## src/rtl/step_seq_pkg.sv

```systemverilog
// Shared definitions for the step sequencer controller: state encoding,
// ring geometry and the shadow-phase increment helper.
package step_seq_pkg;

  localparam int PHASES_DEF = 5;
  localparam int PHASE_W    = 3;

  typedef enum logic [1:0] {
    ST_IDLE   = 2'd0,
    ST_WAIT   = 2'd1,
    ST_STEP   = 2'd2,
    ST_FINISH = 2'd3
  } state_e;

  // Advance a ring position by one, wrapping after the last phase.
  function automatic logic [PHASE_W-1:0] phase_inc(
    input logic [PHASE_W-1:0] cur,
    input logic [PHASE_W-1:0] last
  );
    logic [PHASE_W-1:0] nxt;
    if (cur == last) begin
      nxt = 3'd0;
    end else begin
      nxt = cur + 3'd1;
    end
    return nxt;
  endfunction

endpackage

```

## src/rtl/step_interval_div.sv

```systemverilog
// Loadable down-counter that paces the gap between sequencer strobes;
// decrements saturate at zero and the zero flag drives the WAIT exit.
module step_interval_div #(
  parameter int DIV_W = 16
) (
  input  logic             clock,
  input  logic             reset_n,
  input  logic             load,
  input  logic [DIV_W-1:0] load_val,
  input  logic             dec,
  output logic [DIV_W-1:0] count,
  output logic             zero
);

  logic [DIV_W-1:0] count_r;

  // Counter register: load wins over decrement; decrement only while non-zero.
  always_ff @(posedge clock or negedge reset_n) begin
    if (!reset_n) begin
      count_r <= {DIV_W{1'b0}};
    end else if (load) begin
      count_r <= load_val;
    end else if (dec && (count_r != {DIV_W{1'b0}})) begin
      count_r <= count_r - {{(DIV_W-1){1'b0}}, 1'b1};
    end else begin
      count_r <= count_r;
    end
  end

  assign count = count_r;
  assign zero  = (count_r == {DIV_W{1'b0}});

endmodule

```

## src/rtl/step_seq_ctrl.sv

```systemverilog
// Command-driven strobe generator for the 5-phase ring sequencer: turns
// "advance N phases every cmd_div+2 cycles" into enable+advance pulses.
module step_seq_ctrl
  import step_seq_pkg::*;
#(
  parameter int PHASES = PHASES_DEF,
  parameter int CNT_W  = 8,
  parameter int DIV_W  = 16
) (
  input  logic               clock,
  input  logic               reset_n,
  input  logic               cmd_valid,
  output logic               cmd_ready,
  input  logic [CNT_W-1:0]   cmd_steps,
  input  logic [DIV_W-1:0]   cmd_div,
  input  logic               abort,
  output logic               seq_enable,
  output logic               seq_a,
  output logic [PHASE_W-1:0] phase,
  output logic [CNT_W-1:0]   steps_left,
  output logic               busy,
  output logic               done,
  output logic               aborted
);

  localparam logic [PHASE_W-1:0] PHASE_LAST = PHASE_W'(PHASES - 1);
  localparam logic [CNT_W-1:0]   STEPS_ONE  = {{(CNT_W-1){1'b0}}, 1'b1};

  state_e             state_r;
  state_e             state_s;
  logic [CNT_W-1:0]   steps_r;
  logic [DIV_W-1:0]   cmd_div_r;
  logic [PHASE_W-1:0] phase_r;
  logic               cmd_ready_r;
  logic               seq_strobe_r;
  logic               busy_r;
  logic               done_r;
  logic               aborted_r;

  logic               accept_s;
  logic               abort_end_s;
  logic               div_load_s;
  logic [DIV_W-1:0]   div_load_val_s;
  logic               div_dec_s;
  logic [DIV_W-1:0]   div_count_s;
  logic               div_zero_s;

  step_interval_div #(
    .DIV_W (DIV_W)
  ) u_div (
    .clock    (clock),
    .reset_n  (reset_n),
    .load     (div_load_s),
    .load_val (div_load_val_s),
    .dec      (div_dec_s),
    .count    (div_count_s),
    .zero     (div_zero_s)
  );

  // Next-state and divider control; abort takes priority over timing in WAIT/STEP.
  always_comb begin
    state_s        = state_r;
    accept_s       = 1'b0;
    abort_end_s    = 1'b0;
    div_load_s     = 1'b0;
    div_load_val_s = cmd_div_r;
    div_dec_s      = 1'b0;
    case (state_r)
      ST_IDLE: begin
        if (cmd_valid) begin
          accept_s       = 1'b1;
          div_load_s     = 1'b1;
          div_load_val_s = cmd_div;
          if (cmd_steps == {CNT_W{1'b0}}) begin
            state_s = ST_FINISH;
          end else begin
            state_s = ST_WAIT;
          end
        end else begin
          state_s = ST_IDLE;
        end
      end
      ST_WAIT: begin
        if (abort) begin
          abort_end_s = 1'b1;
          state_s     = ST_FINISH;
        end else if (div_zero_s) begin
          state_s = ST_STEP;
        end else begin
          div_dec_s = 1'b1;
          state_s   = ST_WAIT;
        end
      end
      ST_STEP: begin
        // The strobe in this cycle counts even when abort arrives with it.
        if (abort) begin
          abort_end_s = 1'b1;
          state_s     = ST_FINISH;
        end else if (steps_r == STEPS_ONE) begin
          state_s = ST_FINISH;
        end else begin
          div_load_s = 1'b1;
          state_s    = ST_WAIT;
        end
      end
      ST_FINISH: begin
        state_s = ST_IDLE;
      end
      default: begin
        state_s = ST_IDLE;
      end
    endcase
  end

  // State register.
  always_ff @(posedge clock or negedge reset_n) begin
    if (!reset_n) begin
      state_r <= ST_IDLE;
    end else begin
      state_r <= state_s;
    end
  end

  // Command latch, step counter and shadow phase.
  always_ff @(posedge clock or negedge reset_n) begin
    if (!reset_n) begin
      steps_r   <= {CNT_W{1'b0}};
      cmd_div_r <= {DIV_W{1'b0}};
      phase_r   <= {PHASE_W{1'b0}};
    end else if (accept_s) begin
      steps_r   <= cmd_steps;
      cmd_div_r <= cmd_div;
      phase_r   <= phase_r;
    end else if ((state_r == ST_STEP) && (steps_r != {CNT_W{1'b0}})) begin
      steps_r   <= steps_r - STEPS_ONE;
      cmd_div_r <= cmd_div_r;
      phase_r   <= phase_inc(phase_r, PHASE_LAST);
    end else begin
      steps_r   <= steps_r;
      cmd_div_r <= cmd_div_r;
      phase_r   <= phase_r;
    end
  end

  // Outputs are registered from the next state so they line up with state_r.
  always_ff @(posedge clock or negedge reset_n) begin
    if (!reset_n) begin
      cmd_ready_r  <= 1'b1;
      seq_strobe_r <= 1'b0;
      busy_r       <= 1'b0;
      done_r       <= 1'b0;
      aborted_r    <= 1'b0;
    end else begin
      cmd_ready_r  <= (state_s == ST_IDLE);
      seq_strobe_r <= (state_s == ST_STEP);
      busy_r       <= (state_s != ST_IDLE);
      done_r       <= (state_s == ST_FINISH);
      aborted_r    <= abort_end_s;
    end
  end

  assign cmd_ready  = cmd_ready_r;
  assign seq_enable = seq_strobe_r;
  assign seq_a      = seq_strobe_r;
  assign phase      = phase_r;
  assign steps_left = steps_r;
  assign busy       = busy_r;
  assign done       = done_r;
  assign aborted    = aborted_r;

endmodule
```

## config.mk

```make
export PLATFORM = sky130hd
export DESIGN_NAME = step_seq_ctrl
export DESIGN_NICKNAME = d
export VERILOG_FILES = /design/src/rtl/step_seq_pkg.sv /design/src/rtl/step_interval_div.sv /design/src/rtl/step_seq_ctrl.sv
export SDC_FILE = /design/constraint.sdc
export NUM_CORES = 1
export LEC_CHECK = 0
export BUFFER_PORTS_ARGS = -buffer_cell sky130_fd_sc_hd__buf_2
export CAP_MARGIN = 15
export CORE_UTILIZATION = 56
export CTS_CLUSTER_DIAMETER = 200
export DETAILED_ROUTE_END_ITERATION = 8
export GPL_ROUTABILITY_DRIVEN = 0
export PLACE_DENSITY = 0.86
export SETUP_SLACK_MARGIN = 0.02
export SYNTH_ARGS = -nofsm -noshare
export SYNTH_HDL_FRONTEND = slang
export SYNTH_SLANG_ARGS = --single-unit
```

## constraint.sdc

```tcl
create_clock -name clock -period 3.2 [get_ports clock]
set_clock_uncertainty 0.15 [all_clocks]
set_input_delay 0.32 -clock clock [delete_from_list [all_inputs] [get_ports clock]]
set_output_delay 0.32 -clock clock [all_outputs]
set_load 0.02 [all_outputs]
```

== Word level (Yosys, flattened, before mapping) ==
Cells that the tools add are included.

* Add/subtract/negate cells: 3
* Multipliers: 0
* Divide/modulo/power cells: 0
* $lt $le $gt $ge: 0
* Equal/unequal tests: 7
* Shift operators: 0
* Muxes and demuxes: 24
* Bitwise gates (word level): 1
* Reductions and logical operators: 13

{| class="wikitable"
|+ Operator list
! kind !! number
|-
| 2-to-1 mux 16 bit || 4
|-
| zero test 16 bit || 1
|-
| 2-to-1 mux 8 bit || 2
|-
| nonzero test 16 bit || 1
|-
| subtractor 16 x 1 -> 16 bit (second input constant) || 1
|-
| 2-to-1 mux 2 bit || 6
|-
| 2-to-1 mux 1 bit || 9
|-
| equality test 2 bit (second input constant) || 4
|-
| equality test 8 x 1 -> 1 bit (second input constant) || 1
|-
| zero test 8 bit || 1
|-
| one-hot mux 2 bit (4 select lines) || 1
|-
| nonzero test 8 bit || 1
|-
| subtractor 8 x 1 -> 8 bit (second input constant) || 1
|-
| nonzero test 2 bit || 3
|-
| zero test 2 bit || 2
|-
| adder 3 x 1 -> 3 bit (second input constant) || 1
|-
| equality test 3 bit (second input constant) || 1
|-
| 2-to-1 mux 3 bit || 1
|-
| equality test 2 x 1 -> 1 bit (second input constant) || 1
|-
| logical AND 1 bit || 2
|-
| one-hot mux 1 bit (2 select lines) || 1
|-
| AND reduction 2 bit || 1
|-
| OR reduction 2 bit || 1
|-
| inverter 1 bit || 1
|}

* Register bits: 50
* Bits in latches: 0
* Memory bits (writable): 0
* Bits in read-only memories: 0
* Input port bits: 28
* Output and inout bits: 17
* Logic and storage cells: 58
* Memories kept: 0

== Depth between registers and ports, before layout ==
Gate-level depths: netlist of the first run.

* Depth in word-level cells: 7
* Mapped depth: 8
* Depth with buffers taken out: 7

== By module ==
A second synthesis of the first run with hierarchy kept.

* Cells, all modules: 282
* Area total of the unflattened synthesis: 2915.3 µm²

{| class="wikitable"
|+ Modules (own cells, without submodules)
! module !! times used !! cells each !! area each (µm²) !! sequential area each (µm²)
|-
| step_seq_ctrl || 1 || 158 || 1851.8 || 852.1
|-
| step_interval_div || 1 || 124 || 1063.5 || 400.4
|}

== Worst setup path after synthesis of the first run ==
No wires, ideal clock.

* Kind: flip-flop to flip-flop
* Start: register u_div.count_r[0], in the netlist u_div.count[0]
* End: register u_div.count_r[1], in the netlist u_div.count[1]
* Setup time: 0.125 ns
* Arrival: 2.038 ns
* Required time: 2.925 ns
* Setup slack: 0.887 ns
* Cell stages (with the launch flop): 8
* Path buffers: 0
* Period minus slack after synthesis: 2.313 ns
* Path through: dfrtp_1 -> inv_1 -> ha_1 -> or4b_4 -> nor4_4 -> nor2_1 -> mux2i_1 -> mux2_2

* Cells in the longest elaborated chain, start to end: 6
* Elaborated cells between the ends (all ways): 10
* Those cells by class: add/sub (1); mux (5); reduce/logical (4)

{| class="wikitable"
|+ Ends and longest elaborated chain
! what !! line !! text
|-
| start: declaration || step_interval_div.sv:15 || <nowiki>logic [DIV_W-1:0] count_r;</nowiki>
|-
| start signal: assignment || step_interval_div.sv:20 || <nowiki>count_r <= {DIV_W{1'b0}};</nowiki>
|-
| start signal: assignment || step_interval_div.sv:22 || <nowiki>count_r <= load_val;</nowiki>
|-
| start signal: assignment || step_interval_div.sv:24 || <nowiki>count_r <= count_r - {{(DIV_W-1){1'b0}}, 1'b1};</nowiki>
|-
| parallel branches: the longest is 6 deep, another holds subtractor 16 x 1 -> 16 bit || n/a ||
|}

Several ways; the timed one is not identified. The select of a mux whose other input is x is not followed.
A chain may end at the register's enable or synchronous reset.

== Worst setup path after layout of the first run ==
Ends and elaborated chain as after synthesis.

==> run metrics, run 1 <==
DR iter-0 viols 190; Die Ht 70.3 um; WL/cell 14.4 um; initial antenna violation count 0; compound-cell area share of the yosys netlist 0.0954; # nets final 366; Post-synth ARST share 1.00; CP Capture Point u_div.count[1]; Worst slew margin 0.616; Setup-failing EPs final 0; Pwr per Cell Area 969 nW/um2; Detailed Place HPWL 3870 um; Hold Crit Class input pin to flop; largest net degree at the start of global routing 51; Slew @ Worst Pin 0.574 ns; Final Cycle Share 0.792; layout cells sized above 1 0.222; main combinational cell family by area after synthesis simple AND/OR/NAND/NOR gates; Clock Latency Late Sink 0.31 ns; #FFs+latches synth 50; Detail Route Antenna Nets 0; core box area 4410 um2; adder-cell share of the synthesized area 0.0479; max-slew violations 0; Port Buffers 44; synthesis-to-finish area growth 16.8%; Cell variety after synth 46; r2r startpoint u_div.count[0]; TritonCTS clock tree built; Synth area leader dfrtp_1; Antenna Cells 0; Final Hold Fails 0; mux cell area share after synthesis 0.0201; Setup TNS 0 ns; synth top area cells dfrtp_1 (47%), nand2_1 (9.5%), ha_1 (4.8%); Max rail drop VDD 0.457 mV; # IOs 45; total die area 4940 um2; Seq/Total Area, Yosys 0.480; die width 70.3 um; Total Wirelength 5470 um; Post-Syn Area 2610 um2; outcome finished, final reports clean; Synth Area in Simple Gates 0.268; CTS Buffer Depth 2; Clock Sinks 50; Tmin final 2.53 ns; worst setup path class flop to flop; max-cap viol count 0; Syn Inst Count 280; Reg clk slew, reported paths 0.09 ns; first drt pass iteration count 4; Worst Setup SP u_div.count[0]; global-route usage over all layers 0.238; CP Max Fanout 9; DRC errors left 0; mean area per synthesized cell 9.33 um2; # fillers 353; # Post-CTS Setup Buffers 0; fmax 395 MHz; initial core utilization 0.592; Critical Path RT 3.25 ns; FP Rows 24; WHS 0.0748 ns; worst reg-to-reg path cell count 7; Syn Nets 318; RSZ-0062 raised after global routing false; final std cells w/o fill 381; arrival time at the worst endpoint 2.58 ns; first-pass GRT wire length 9180 um; Yosys top cell area share 0.470; CTS Root Buffer Type clkbuf_8; via count 2160; crit end category flop; vias in the first global route 2079; CP Launch Type flop; via density per instance 5.67; H-tree depth 2; total power 0.00295 W; gr ovfl total 0; synth warn 0; DP Cell Count 371; Lkg Pwr 1.41 nW; FF-to-FF setup slack 0.67 ns; Post-Synth XOR/XNOR Area 0.0537; ys flop type dfrtp_1; EDFF count, synth 0; CTS Buf Count 5; FF-to-FF End u_div.count[1]
==> layout make-up <==
type	count	area, um2	share of cell area
clock buffer	6	82.6	0.0271
clock inverter	2	60.1	0.0197
inverter	11	41.3	0.0135
multi-input combinational	210	1270	0.416
sequential	50	1250	0.411
tap	52	65.1	0.0213
timing repair buffer	50	280	0.0919
==> layer usage <==
| metal | global-route usage | vias up | wire length [um] |
|---|---|---|---|
| met5 | 0 | - | 0 |
| met4 | 0.0844 | 0 | 108 |
| met3 | 0.0505 | 12 | 253 |
| met2 | 0.410 | 68 | 2720 |
| met1 | 0.293 | 1033 | 2390 |
| li1 | - | 1047 | - |
==> critical path, stage by stage, from the launching register on <==
cell     delay [ns]
dfrtp_1        0.41
inv_1          0.09
ha_1           0.14
or4b_4         0.50
nor4_4         0.53
nor2_1         0.18
mux2i_1        0.15
mux2_2         0.27
==> cell usage in the layout (no fill, tap or decap), types with 4 or more instances in the layout <==
cell / instances
buf_4: 4
buf_2: 44
nor4_1: 5
ha_1: 10
a31oi_1: 4
a21oi_1: 12
dfrtp_1: 49
inv_1: 11
xnor2_1: 14
o21ai_0: 12
nand3_1: 5
clkbuf_8: 6
nor3_1: 8
nand2_1: 66
nor2_1: 26
==> logic make-up (layout without fill, tap and decap cells) <==
logic type,count (synthesis),count (layout)
multiplexers,5,5
XOR/XNOR,16,16
AO/OA/AOI/OAI,41,41
AND/OR/NAND/NOR,138,138
flip-flops,50,50
adder cells (fa/ha/maj),10,10
buffers and inverters,20,69
==> registers in the layout (all words and copies together) (netlist names) <==
| name | count |
|---|---|
| aborted | 1 |
| busy | 1 |
| cmd_div_r | 16 |
| cmd_ready | 1 |
| done | 1 |
| phase | 3 |
| seq_a | 1 |
| state_r | 2 |
| steps_left | 8 |
| u_div.count | 16 |
==> timing repair <==
item                                   4_1_cts  5_1_grt
hold buffers                                 0        1
endpoints found under the hold margin        0       15
gates resized for setup                      0        0
==> cell usage after synthesis, drive strengths merged (2+ instances only) <==
cell type / count
or3: 2
dfrtp: 49
nor4: 9
xor2: 2
clkbuf: 5
mux2: 2
inv: 11
o21ai: 12
mux2i: 3
ha: 10
nor4b: 4
buf: 4
nand3: 5
o31ai: 2
a21oi: 14
nand2: 66
a31oi: 4
nand2b: 3
nor2b: 2
nor3: 9
a211oi: 2
and2: 3
nor2: 27
o21a: 2
xnor2: 14
or4: 3
==> power breakdown <==
group          internal, W  switching, W  total [W]
sequential        0.000939      0.000243    0.00118
clock             0.000333      0.000209   0.000542
combinational     0.000495      0.000736    0.00123
total              0.00177       0.00119    0.00295
==> stage by stage <==
| stage | worst slack, ns | cell area (um2) | util |
|---|---|---|---|
| 2_1_floorplan | 0.887 | 2610 | - |
| 3_3_place_gp | 0.788 | 2880 | 0.652 |
| 3_5_place_dp | 0.649 | 2880 | 0.652 |
| 4_1_cts | 0.642 | 3020 | 0.684 |
| 5_1_grt | 0.557 | 3050 | 0.691 |
| 6_report | 0.666 | 3050 | 0.691 |
==> how the worst min path moves through the flow <==
stage	end	startpoint	cells past startpoint
2_1_floorplan	aborted	reset_n	0
3_3_place_gp	cmd_div_r[3]	cmd_div_r[3]	2
3_5_place_dp	cmd_div_r[7]	cmd_div_r[7]	2
4_1_cts	cmd_div_r[14]	cmd_div[14]	3
5_1_grt	cmd_div_r[7]	cmd_div[7]	3
6_report	steps_left[2]	cmd_steps[2]	3
No activity file was read; power rests on OpenSTA's default activity.
==> run 2, diff against run 1 <==
- clock period: 3.2 -> 2.4 ns (I/O delays scaled with it)
==> run metrics, run 2 (synthesis gave the netlist of run 1 again) <==
outcome finished, final reports clean; Layout Utilization 0.719; CTS Root Buffer Type clkbuf_8; Worst path top cell family by delay simple AND/OR/NAND/NOR gates; global-route usage over all layers 0.239; TritonCTS clock tree built; Lkg Pwr 1.48 nW; Pwr per Cell Area 1200 nW/um2; Final Hold Fails 0; gr ovfl total 0; Worst Setup SP u_div.count[0]; worst reg-to-reg path cell count 7; design area 3170 um2; Clock Power Share 0.132; DP Area 2940 um2; WHS 0.00600 ns; Max rail drop VDD 0.559 mV; Hold Crit Class input pin to flop; CP Max Fanout 5; # IOs 45; WL/cell 14.4 um; FF-to-FF setup slack 0.03 ns; worst path bufs/invs 1; CTS Buf Count 5; max-slew violations 0; Tmin final 2.37 ns; first drt pass iteration count 4; max-cap viol count 0; r2r startpoint u_div.count[0]; CP Launch Type flop; Pint 0.00220 W; CP Capture Point u_div.count[2]; Clock Sinks 50; core box area 4410 um2; Final Cycle Share 0.989; DRC errors left 0; Die Ht 70.3 um; worst setup path class flop to flop; worst-path cell chain inv_2, ha_1, or4b_4, nor4_4, nor3b_2, xor2_1, mux2_4; final std cells w/o fill 398; initial core utilization 0.592; Port Buffers 44; initial antenna violation count 0; first-pass GRT wire length 9390 um; fmax 421 MHz; share of power burned in registers 0.418; most common cell after layout, fill and taps aside nand2_1; Clock Latency Late Sink 0.30 ns; Detail Route Antenna Nets 0; Reg clk slew, reported paths 0.08 ns; Sw Pwr 0.00161 W; Setup TNS 0 ns; Comb pwr share 0.450; FF-to-FF End u_div.count[2]; sw frac 0.423; Critical Path RT 2.44 ns; layout cells sized above 1 0.263; synthesis-to-finish area growth 21.6%; Detailed Place HPWL 3920 um; Slew @ Worst Pin 0.824 ns; Antenna Cells 0; die width 70.3 um; H-tree depth 2; critical path depth 7; # nets final 383; via count 2210; DP Cell Count 380; Total Wirelength 5720 um; CTS Buffer Depth 2; CP max-delay cell or4b_4; crit end category flop; Worst slew margin 0.451; CP max stage delay 0.50 ns; DR iter-0 viols 129; RSZ-0062 raised after global routing true; total die area 4940 um2; FP Rows 24; via density per instance 5.55; vias in the first global route 2102; arrival time at the worst endpoint 2.42 ns; most frequent cells in the layout nand2_1 (65), dfrtp_1 (49), buf_2 (44); Setup-failing EPs final 0; largest net degree at the start of global routing 39
-- run 2: changes by cell type in the layout (fill, tap and decap cells not counted), sizes merged --
| cell | delta |
|---|---|
| clkbuf | +1 |
| dlygate4sd3 | +7 |
| bufinv | -2 |
| clkinv | +1 |
| buf | +10 |
-- run 2: worst min-delay path by stage --
stage                from  cells after the start  slack, ns            to
3_3_place_gp      reset_n                      1       0.23      phase[1]
5_1_grt        cmd_div[5]                      3       0.01  cmd_div_r[5]
6_report       cmd_div[6]                      3      0.006  cmd_div_r[6]
4_1_cts        cmd_div[4]                      3     0.0003  cmd_div_r[4]
2_1_floorplan     reset_n                      0      -0.21       aborted
3_5_place_dp      reset_n                      1       0.24      phase[0]
-- run 2: worst reg2reg max path: stages, from the launching register on --
cell and delay [ns]:
dfrtp_1 0.41, inv_2 0.07, ha_1 0.14, or4b_4 0.50, nor4_4 0.45, nor3b_2 0.11, xor2_1 0.17, mux2_4 0.26
-- run 2: metal layers --
layer	up-vias	wire length, um	part of all wire	GRT usage
li1	1078	-	-	-
met1	1046	2460	0.43	0.318
met2	71	2850	0.50	0.382
met3	15	266	0.046	0.0519
met4	0	142	0.025	0.0889
met5	-	0	0	0
-- run 2: what timing repair did --
action	in CTS	in global routing
buffers inserted	0	2
pin swaps	1	6
endpoints found under the setup margin	3	10
endpoints found under the hold margin	42	0
gates resized for setup	1	10
gates cloned	0	0
hold buffers	8	0
-- run 2: cell type report --
type                       count  area [um2]
fill                         322        1240
multi-input combinational    210        1310
tap                           52        65.1
clock inverter                 1        5.00
inverter                      11        41.3
clock buffer                   7        86.3
sequential                    50        1250
timing repair buffer          67         413
-- run 2: power by group through the flow --
stage                     combinational [W]  clock (W)  sequential (W)
after CTS                           0.00168   0.000512         0.00156
final                               0.00171   0.000502         0.00159
after global placement              0.00159          0         0.00155
after global routing                0.00192   0.000539         0.00164
after floorplan                     0.00106          0         0.00167
after detailed placement            0.00166          0         0.00157
-- run 2: per-stage QoR --
step / worst slack, ns / power, W
detailed placement: 0.00583 / 0.00322
floorplan: 0.0868 / 0.00272
finish: 0.0263 / 0.00380
CTS: 0.0165 / 0.00375
global placement: 0.0904 / 0.00314
global route: -0.0585 / 0.00410
==> run 3, diff against run 2 <==
- BUFFER_PORTS_ARGS: -buffer_cell sky130_fd_sc_hd__buf_2 -> unset
- CORE_UTILIZATION: 56 -> 63
- DONT_BUFFER_PORTS: unset -> 1
- GPL_ROUTABILITY_DRIVEN: 0 -> unset
- PLACE_DENSITY: 0.86 -> 0.85
- SYNTH_HIERARCHICAL: unset -> 1
==> run metrics, run 3 <==
outcome complete, but fails checks; failing checks negative setup slack; Syn Inst Count 282; Comb pwr share 0.473; Post-synth ARST share 1.00; synth top area cells dfrtp_1 (42%), mux2_2 (14%), ha_1 (4.3%); total die area 4900 um2; CTS Buffer Depth 2; worst setup path class flop to flop; fmax 379 MHz; CP Max Fanout 4; # IOs 45; Final Hold Fails 0; CP max-delay cell or4_1; H-tree depth 2; gr ovfl total 0; main combinational cell family by area after synthesis simple AND/OR/NAND/NOR gates; Port Buffers 0; Seq/Total Area, Yosys 0.430; initial core utilization 0.660; Die Ht 70.0 um; Clock Latency Late Sink 0.31 ns; DRC errors left 0; Setup-failing EPs final 14; Post-Synth XOR/XNOR Area 0.00901; TritonCTS clock tree built; top-count cell post-synth dfrtp_1; Synth top cells by count dfrtp_1 (49), mux2_2 (36), nor2_1 (25); Lkg Pwr 1.54 nW; Detail Route Antenna Nets 0; RSZ-0062 raised after global routing true; arrival time at the worst endpoint 2.71 ns; most frequent cells in the layout dfrtp_1 (49), mux2_2 (36), buf_4 (30); PnR worst setup slack -0.237 ns; FP Rows 24; Syn Nets 320; layout cells sized above 1 0.312; Clock Sinks 50; adder-cell share of the synthesized area 0.0429; mux cell area share after synthesis 0.160; first drt pass iteration count 5; first-pass GRT wire length 11500 um; Critical Path RT 2.48 ns; Synth area leader dfrtp_1; Detailed Place HPWL 4380 um; Cell variety after synth 54; Antenna Cells 0; worst-path cell chain inv_2, ha_4, nor4b_4, nand4_1, inv_2, nor3b_4, nor4b_4, nand2_2, or4_1, a31oi_1; mean area per synthesized cell 10.3 um2; CTS Buf Count 5; share of power burned in registers 0.413; Reg clk slew, reported paths 0.09 ns; # fillers 221; via count 2512; DP Cell Count 344; compound-cell area share of the yosys netlist 0.123; Total Wirelength 7300 um; CTS Root Buffer Type clkbuf_8; WHS 0.0462 ns; Layout Utilization 0.837; Sw Pwr 0.00191 W; core box area 4410 um2; design area 3690 um2; WL/cell 18.6 um; # nets final 377; Clock Power Share 0.114; gpl congestion 0.973; Post-Syn Area 2920 um2; final std cells w/o fill 392; synth warn 6; EDFF count, synth 0; max-cap viol count 0; Tmin final 2.64 ns; crit end category flop; Yosys top cell area share 0.421; CP Launch Type flop; synthesis-to-finish area growth 26.7%; CP max stage delay 0.52 ns; Worst slew margin 0.506; vias in the first global route 2468; DP Area 3160 um2; initial antenna violation count 0; DR iter-0 viols 191; Synth Area in Simple Gates 0.197; Pwr per Cell Area 1210 nW/um2; most common cell after layout, fill and taps aside dfrtp_1; Slew @ Worst Pin 0.735 ns; #FFs+latches synth 50; max-slew violations 0; global-route usage over all layers 0.301; sw frac 0.426; via density per instance 6.41; Hold Crit Class input pin to flop; worst slack, placed -0.116 ns; Pint 0.00257 W; Final Cycle Share 1.10; ys flop type dfrtp_1; die width 70.0 um; Max rail drop VDD 0.766 mV; largest net degree at the start of global routing 51
==> run 3: kinds of logic (layout without fill, tap and decap cells) <==
group | count (synthesis) | in the layout
adder cells (fa/ha/maj) | 10 | 10
AND/OR/NAND/NOR | 100 | 100
XOR/XNOR | 3 | 3
AO/OA/AOI/OAI | 51 | 51
buffers and inverters | 26 | 84
flip-flops | 50 | 50
multiplexers | 42 | 42
==> run 3: per-stage QoR <==
step           TNS, ns  power [W]
3_3_place_gp         0    0.00357
3_5_place_dp    -0.253    0.00369
6_report         -1.80    0.00448
2_1_floorplan   -0.512    0.00316
5_1_grt          -2.34    0.00475
4_1_cts         -0.112    0.00428
==> run 3: worst paths after layout <==
check	startpoint	to	slack, ns	cells after the start
hold / removal	cmd_div[14]	u_div/count[14]	0.05	3
setup / recovery	u_div/count[1]	u_div/count[11]	-0.24	10
setup reg to reg	u_div/count[1]	u_div/count[11]	-0.24	10
max in group asynchronous	reset_n	cmd_ready	1.56	2
hold reg to reg	cmd_div_r[5]	cmd_div_r[5]	0.36	1
min in group asynchronous	reset_n	cmd_div_r[11]	0.28	2
==> run 3: layer usage <==
metal  wire length [um]  vias to the layer above  share of wire  global-route usage
li1                   -                     1142              -                   -
met1               3030                     1225           0.42               0.374
met2               3610                      115           0.50               0.496
met3                404                       30          0.055              0.0635
met4                244                        0          0.033               0.156
met5                  0                        -              0                   0
==> run 3: power by group through the flow <==
stage / Clock (W) / Combinational [W] / Sequential, W
3_5_place_dp: 0 / 0.00185 / 0.00183
6_report: 0.000509 / 0.00212 / 0.00185
5_1_grt: 0.000547 / 0.00229 / 0.00191
4_1_cts: 0.000518 / 0.00194 / 0.00182
2_1_floorplan: 0 / 0.00142 / 0.00174
3_3_place_gp: 0 / 0.00176 / 0.00181
==> run 3: critical path, delay by kind of cell, from the launching register on <==
kind                       cells  cell delay (ns)
DFF                            1             0.39
AOI/OAI and AO/OA              1             0.21
and+or+nand+nor                6             1.49
buffers and inverters          2             0.15
adders and majority gates      1             0.17
==> run 3: what timing repair did <==
action	CTS	global route
endpoints found under the setup margin	7	14
hold endpoints to repair	77	0
resized for setup	1	13
buffers inserted	10	5
hold buffers	28	0
pin swaps	6	6
==> run 3: area by class of cell <==
class | instances | area, um2 | share of cell area
clock buffer | 6 | 72.6 | 0.0196
clock inverter | 2 | 17.5 | 0.00474
inverter | 15 | 56.3 | 0.0152
multi-input combinational | 206 | 1670 | 0.451
sequential | 50 | 1250 | 0.339
tap | 52 | 65.1 | 0.0176
timing repair buffer | 61 | 566 | 0.153
